### config.mk
export PLATFORM = sky130hd
export DESIGN_NAME = product_accumulator_flat
export DESIGN_NICKNAME = d
export VERILOG_FILES = /design/src/rtl/product_accumulator_if.sv /design/src/rtl/product_accumulator.sv /design/src/flat_wrapper.sv
export SDC_FILE = /design/constraint.sdc
export NUM_CORES = 1
export LEC_CHECK = 0
export ABC_CLOCK_PERIOD_IN_PS = 2850
export BUFFER_PORTS_ARGS = -buffer_cell sky130_fd_sc_hd__buf_2
export CAP_MARGIN = 20
export CORE_MARGIN = 4
export CORE_UTILIZATION = 44
export DETAILED_ROUTE_END_ITERATION = 10
export PLACE_DENSITY = 0.67
export SLEW_MARGIN = 30
export SYNTH_ARGS = -nofsm -noshare
export SYNTH_HDL_FRONTEND = slang
export SYNTH_SLANG_ARGS = --single-unit
export TNS_END_PERCENT = 10
### constraint.sdc
create_clock -name clk -period 2.85 [get_ports clk]
set_input_delay 0.1425 -clock clk [delete_from_list [all_inputs] [get_ports clk]]
set_output_delay 0.1425 -clock clk [all_outputs]
set_load 0.02 [all_outputs]
### src/rtl/product_accumulator_if.sv
// Handshake bundle between the multiplier-side producer and the product accumulator.
// Latency: none, wires only.
// Backpressure: in_ready throttles the producer and out_ready throttles the result.
interface product_accumulator_if #(
    parameter int ACC_W = 16
) ();
    logic             clear;
    logic             in_valid;
    logic             in_ready;
    logic [7:0]       product_in;
    logic             out_valid;
    logic             out_ready;
    logic [ACC_W-1:0] acc_out;
    logic             overflow;

    modport master (
        output clear, in_valid, product_in, out_ready,
        input  in_ready, out_valid, acc_out, overflow
    );

    modport slave (
        input  clear, in_valid, product_in, out_ready,
        output in_ready, out_valid, acc_out, overflow
    );
endinterface

### src/rtl/product_accumulator.sv
// Sums COUNT consecutive 8-bit products into a saturating frame total with a sticky overflow flag.
// Latency: result is visible the cycle after the handshake that accepts the last product of a frame.
// Backpressure: in_ready drops while a result is held; the result is held until out_ready.
module product_accumulator #(
    parameter int ACC_W = 16,
    parameter int COUNT = 4
) (
    input  logic                  clk,
    input  logic                  rst_n,
    product_accumulator_if.slave  bus
);
    localparam int              CNT_W = (COUNT > 1) ? $clog2(COUNT) : 1;
    localparam logic [CNT_W-1:0] LAST = CNT_W'(COUNT - 1);

    typedef enum logic {
        ST_ACCUM = 1'b0,
        ST_HOLD  = 1'b1
    } state_t;

    state_t           state_q, state_d;
    logic [ACC_W-1:0] acc_q, acc_d;
    logic [CNT_W-1:0] cnt_q, cnt_d;
    logic             ovf_q, ovf_d;
    logic             in_ready_q, in_ready_d;
    logic             out_valid_q, out_valid_d;
    logic [ACC_W:0]   sum;
    logic             accept;

    // Next-state logic: clear dominates, then frame accumulation or result release.
    always_comb begin
        state_d = state_q;
        acc_d   = acc_q;
        cnt_d   = cnt_q;
        ovf_d   = ovf_q;
        // in_ready_q is what the producer sees, so the handshake is judged on it.
        accept  = bus.in_valid && in_ready_q;
        // One extra bit catches the carry out; its MSB means the frame saturated.
        sum     = {1'b0, acc_q} + {{(ACC_W + 1 - 8){1'b0}}, bus.product_in};

        if (bus.clear) begin
            state_d = ST_ACCUM;
            acc_d   = '0;
            cnt_d   = '0;
            ovf_d   = 1'b0;
        end else begin
            case (state_q)
                ST_ACCUM: begin
                    if (accept) begin
                        if (sum[ACC_W]) begin
                            acc_d = '1;
                            ovf_d = 1'b1;
                        end else begin
                            acc_d = sum[ACC_W-1:0];
                        end
                        if (cnt_q == LAST) begin
                            cnt_d   = '0;
                            state_d = ST_HOLD;
                        end else begin
                            cnt_d = cnt_q + CNT_W'(1);
                        end
                    end
                end
                ST_HOLD: begin
                    if (bus.out_ready) begin
                        acc_d   = '0;
                        ovf_d   = 1'b0;
                        state_d = ST_ACCUM;
                    end
                end
                default: state_d = ST_ACCUM;
            endcase
        end

        // Handshake outputs are registered decodes of the next state, so neither
        // in_valid nor out_ready has a combinational path to them.
        in_ready_d  = (state_d == ST_ACCUM);
        out_valid_d = (state_d == ST_HOLD);
    end

    // State and registered outputs; in_ready stays low until the first edge after reset.
    always_ff @(posedge clk or negedge rst_n) begin
        if (!rst_n) begin
            state_q     <= ST_ACCUM;
            acc_q       <= '0;
            cnt_q       <= '0;
            ovf_q       <= 1'b0;
            in_ready_q  <= 1'b0;
            out_valid_q <= 1'b0;
        end else begin
            state_q     <= state_d;
            acc_q       <= acc_d;
            cnt_q       <= cnt_d;
            ovf_q       <= ovf_d;
            in_ready_q  <= in_ready_d;
            out_valid_q <= out_valid_d;
        end
    end

    assign bus.in_ready  = in_ready_q;
    assign bus.out_valid = out_valid_q;
    assign bus.acc_out   = acc_q;
    assign bus.overflow  = ovf_q;
endmodule

### src/flat_wrapper.sv
// flat-port wrapper written by rule: the top's interface ports become plain ports
module product_accumulator_flat 
#(
    parameter int ACC_W = 16,
    parameter int COUNT = 4
)
  (clk, rst_n, bus_clear, bus_in_valid, bus_product_in, bus_out_ready, bus_in_ready, bus_out_valid, bus_acc_out, bus_overflow);
  product_accumulator_if #(.ACC_W(ACC_W)) bus_i ();
  input  logic clk;
  input  logic rst_n;
  input wire logic [$bits(bus_i.clear)-1:0] bus_clear;
  input wire logic [$bits(bus_i.in_valid)-1:0] bus_in_valid;
  input wire logic [$bits(bus_i.product_in)-1:0] bus_product_in;
  input wire logic [$bits(bus_i.out_ready)-1:0] bus_out_ready;
  output wire logic [$bits(bus_i.in_ready)-1:0] bus_in_ready;
  output wire logic [$bits(bus_i.out_valid)-1:0] bus_out_valid;
  output wire logic [$bits(bus_i.acc_out)-1:0] bus_acc_out;
  output wire logic [$bits(bus_i.overflow)-1:0] bus_overflow;
  assign bus_i.clear = bus_clear;
  assign bus_i.in_valid = bus_in_valid;
  assign bus_i.product_in = bus_product_in;
  assign bus_i.out_ready = bus_out_ready;
  assign bus_in_ready = bus_i.in_ready;
  assign bus_out_valid = bus_i.out_valid;
  assign bus_acc_out = bus_i.acc_out;
  assign bus_overflow = bus_i.overflow;
  product_accumulator #(.ACC_W(ACC_W), .COUNT(COUNT)) u_core (.clk(clk), .rst_n(rst_n), .bus(bus_i));
endmodule
After elaboration in Yosys (flattened, before gate mapping)
Cells that the tools add are included.
- bits in registers: 21
- input bits: 13
- add/subtract/negate cells: 2
- equal/unequal tests: 5
- mux-type cells: 19
- bitwise gates (word level): 2
- reductions and logical operators: 5
- operators with widths (operator ; number):
    two-way mux 16 bit ; 4
    case mux 16 bit (2 select lines) ; 1
    adder 16 x 8 -> 17 bit ; 1
    two-way mux 1 bit ; 8
    two-way mux 2 bit ; 4
    != test 3 x 2 -> 1 bit, second input constant ; 2
    case mux 1 bit (2 select lines) ; 2
    AND reduction 2 bit ; 2
    != test 3 bit, second input constant ; 1
    AND reduction 3 bit ; 1
    adder 2 x 1 -> 2 bit, second input constant ; 1
    == test 2 bit, second input constant ; 1
    != test 2 bit, second input constant ; 1
    inverter 1 bit ; 2
    nonzero test 2 bit ; 1
    logical AND 1 bit ; 1

Longest topological paths before layout
- word-level depth: 6
- mapped depth: 7
- depth with buffers taken out: 7

Worst setup path before layout
OpenSTA, ideal clock, no wires.
- path type: flip-flop to flip-flop
- from: reg u_core.acc_q[0] (netlist: u_core.bus.acc_out[0])
- to: reg u_core.acc_q[15] (netlist: u_core.bus.acc_out[15])
- data arrival time: 2.150 ns
- path slack: 0.569 ns
- cell stages (with the launch flop): 8
- path buffers: 0
- period minus slack after synthesis: 2.281 ns
- cell sequence: dfrtp_1 > ha_1 > fa_1 > a21o_1 > a221oi_4 > a211oi_2 > a221oi_1 > o21ai_1
- cells in the longest elaborated chain, start to end: 5
- ends and longest elaborated chain (item ; RTL line ; text):
    from (decl) ; product_accumulator.sv:21 ; logic [ACC_W-1:0] acc_q, acc_d;
    from (signal assigned) ; product_accumulator.sv:84 ; acc_q <= '0;
    from (signal assigned) ; product_accumulator.sv:91 ; acc_q <= acc_d;
    adder 16 x 8 -> 17 bit ; product_accumulator.sv:38 ; sum = {1'b0, acc_q} + {{(ACC_W + 1 - 8){1'b0}}, bus.product_in};
    two-way mux 16 bit ; product_accumulator.sv:49 ; if (sum[ACC_W]) begin
    two-way mux 16 bit ; product_accumulator.sv:48 ; if (accept) begin
    case mux 16 bit (2 select lines) ; product_accumulator.sv:46 ; case (state_q)
    two-way mux 16 bit ; product_accumulator.sv:40 ; if (bus.clear) begin
Every way passes these cells. The select of a mux whose other input is x is not followed.
A chain may end at the register's enable or synchronous reset.

Worst setup path in the final report
Same ends and word-level chain as after synthesis.

==> results.toml <==
[sta]
slew_violations = 0
period_minus_slack_ns = 2.37
skew_ns = 0.00221
fin_crit_sh_pct = 83.1
setup_viol = 0
worstMarginPinSlew_ns = 0.888
max_freq_ghz = 0.422
setup_tns_ns = 0
slew_headroom_pct = 40.6
rsz0062_at_grt = "no"
hold_viol_final = 0

[detailed_routing]
drt_pass1_iterations = 4
antenna_left = 0
drt_iter0_drc = 69
wl_per_cell_um = 14.9
vias_per_cell = 5.66
wl_um = 3420
vias = 1295
drc_errors = 0

[layout]
syn2layout_area_growth_pct = 16.4
layout.nets = 209
drive_above_1_share_pct = 24.9
antenna_cells = 0
fillers = 314

[pwr]
p_seq_share_pct = 47.0
combPwrFrac_pct = 31.8
p_int_mw = 0.462
power_leakage_nw = 0.833
clock_power_share_pct = 21.2
powerDensity_nw_per_um2 = 435
netSwitchingPower_mw = 0.252
total_power_mw = 0.714
ir_worst_vdd_v = 0.000188
sw_frac_of_total_pct = 35.3

[cts]
clockBufferDepth = 2
cts_buffers = 3
cts_tree = "built"
clock_sinks = 21
clock_latency_ns = 0.31
clkSlewWorstSetupHoldPaths_ns = 0.12
htreeDepth = 1
post_cts_buffers = 0
clockRootBuffer = "clkbuf_4"

[die]
die_x_um = 64.6
rows = 20
die_h_um = 64.6
initial_core_util_pct = 46.1
ios = 32
core-area_um2 = 3050
die-area_um2 = 4170

[logic_synthesis]
netlist_top_cells_area = "dfrtp_1 (37%), ha_1 (8.0%), nand2_1 (7.2%), a21oi_1 (5.0%), o21ai_0 (3.9%)"
synth_edf_count = 0
synth_top_cell_by_area = "dfrtp_1"
synth_seq_cells = 21
synth_area_um2 = 1410
yosysMostFrequentCell = "nand2_1"
synth-main-ff-cell = "dfrtp_1"
ys_seq_area_share_pct = 37.3
syn_nets = 176
yosysWarnings = 0
synth_top_area_share_pct = 37.3
ys_top_cells_by_count = "nand2_1 (27), dfrtp_1 (21), a21oi_1 (14), o21ai_0 (11), ha_1 (9)"
synthCells = 153
async_reset_ff_share_pct = 100
avgSynthCellArea_um2 = 9.21
synth.distinct_cells = 44

[hold_path]
hold_path_class = "input port to register"

[grt]
antenna_found_initial = 0
track_usage_pct = 17.9
grt.overflow.total = 0
grt_pass1_vias = 1309
grt_max_degree = 22
grt_pass1_wl_um = 6030

[worst_setup_path]
cp.arrival_ns = 2.58
worst_setup_path_start_kind = "register"
path_class = "register to register"
cp.required_ns = 3.06
end_kind = "register"
crit_fanout = 10

[place]
dp_hpwl_um = 2570
port_buffers = 31
place.gp.congestion = 0.796

[status]
status = "complete, no violations"

[job]
cap_violations = 0
-- sequential cells by signal, indices dropped and copies added, names as in the netlist --
register,flops
u_core.bus.acc_out,16
u_core.cnt_q,2
u_core.bus.in_ready,1
u_core.bus.overflow,1
u_core.state_q,1
-- routing by layer --
layer  up-vias  track usage, %  wire, µm
met5         -               0         0
met4         0            5.01        32
met3         4            2.60       152
met2        37            32.3      1740
met1       615            21.9      1500
li1        639               -         -
-- cells in the final DEF (no fill, tap or decap), types with 2 or more instances in the layout --
master,n
nand4_1,3
o2111ai_1,3
or3_2,2
a21oi_1,14
buf_2,31
a21oi_2,2
xnor2_1,2
xor2_1,2
clkbuf_4,3
a21o_1,3
ha_1,9
o211ai_1,2
nor2_1,6
o21a_1,2
nand2_1,27
a31oi_1,2
nand3_1,7
a211oi_2,2
inv_1,2
dfrtp_1,21
a31o_1,2
o22ai_1,2
o21ai_0,11
or3_1,2
-- power by group through the flow --
stage               sequential, mW  combinational (mW)  clock [mW]
floorplan                    0.358               0.145           0
global placement             0.340               0.220           0
detailed placement           0.342               0.226           0
CTS                          0.335               0.228       0.154
global route                 0.339               0.252       0.166
finish                       0.335               0.227       0.151
-- kinds of logic (layout without fill, tap and decap cells) --
family | count (synthesis) | in the layout | synth area share [%]
simple gates | 57 | 57 | 21.3
compound gates | 53 | 53 | 26.6
fa+ha+maj | 10 | 10 | 9.41
xor+xnor | 4 | 4 | 2.49
buf+inv | 7 | 39 | 2.13
mux | 1 | 1 | 0.711
flops | 21 | 21 | 37.3
-- critical path, stage by stage, from the launching register on --
cell and delay [ns]:
dfrtp_1 0.41, ha_1 0.23, fa_1 0.40, a21o_1 0.24, a221oi_4 0.40, a211oi_2 0.24, a221oi_1 0.27, o21ai_1 0.08
-- final timing paths --
| kind | from | endpoint | slack, ns | depth (start not counted) |
|---|---|---|---|---|
| worst max-delay path | u_core.bus.acc_out[0] | u_core.bus.acc_out[15] | 0.48 | 7 |
| worst min-delay path | bus_clear | u_core.cnt_q[0] | 0.06 | 2 |
| worst max register to register | u_core.bus.acc_out[0] | u_core.bus.acc_out[15] | 0.48 | 7 |
| worst min register to register | u_core.bus.acc_out[0] | u_core.bus.acc_out[0] | 0.51 | 2 |
| max in group asynchronous | rst_n | u_core.bus.acc_out[0] | 2.22 | 2 |
| min in group asynchronous | rst_n | u_core.bus.acc_out[4] | 0.30 | 2 |
-- layout make-up --
type / count / area [µm²] / area share [%]
Clock buffer: 4 / 26.3 / 1.60
Tap cell: 44 / 55.1 / 3.36
Multi-Input combinational cell: 125 / 853 / 52.0
Inverter: 2 / 7.51 / 0.458
Timing Repair Buffer: 33 / 173 / 10.5
Sequential cell: 21 / 526 / 32.0
-- timing repair --
| action | in CTS | in global routing |
|---|---|---|
| gates resized for setup | 0 | 0 |
| endpoints found under the hold margin | 21 | 0 |
| hold buffers | 1 | 0 |
-- metrics by stage --
stage | utilization, % | setup WS (ns) | hold WS [ns] | std cells | instance area [µm²]
after detailed placement | 52.5 | 0.475 | 0.140 | 224 | 1600
after global placement | 52.5 | 0.559 | 0.129 | 224 | 1600
after global routing | 53.7 | 0.348 | 0.0763 | 229 | 1640
final | 53.7 | 0.480 | 0.0622 | 229 | 1640
after floorplan | - | 0.569 | -0.153 | 153 | 1410
after CTS | 53.7 | 0.447 | 0.0612 | 229 | 1640
Note: power is estimated with default switching activity, not from simulation.
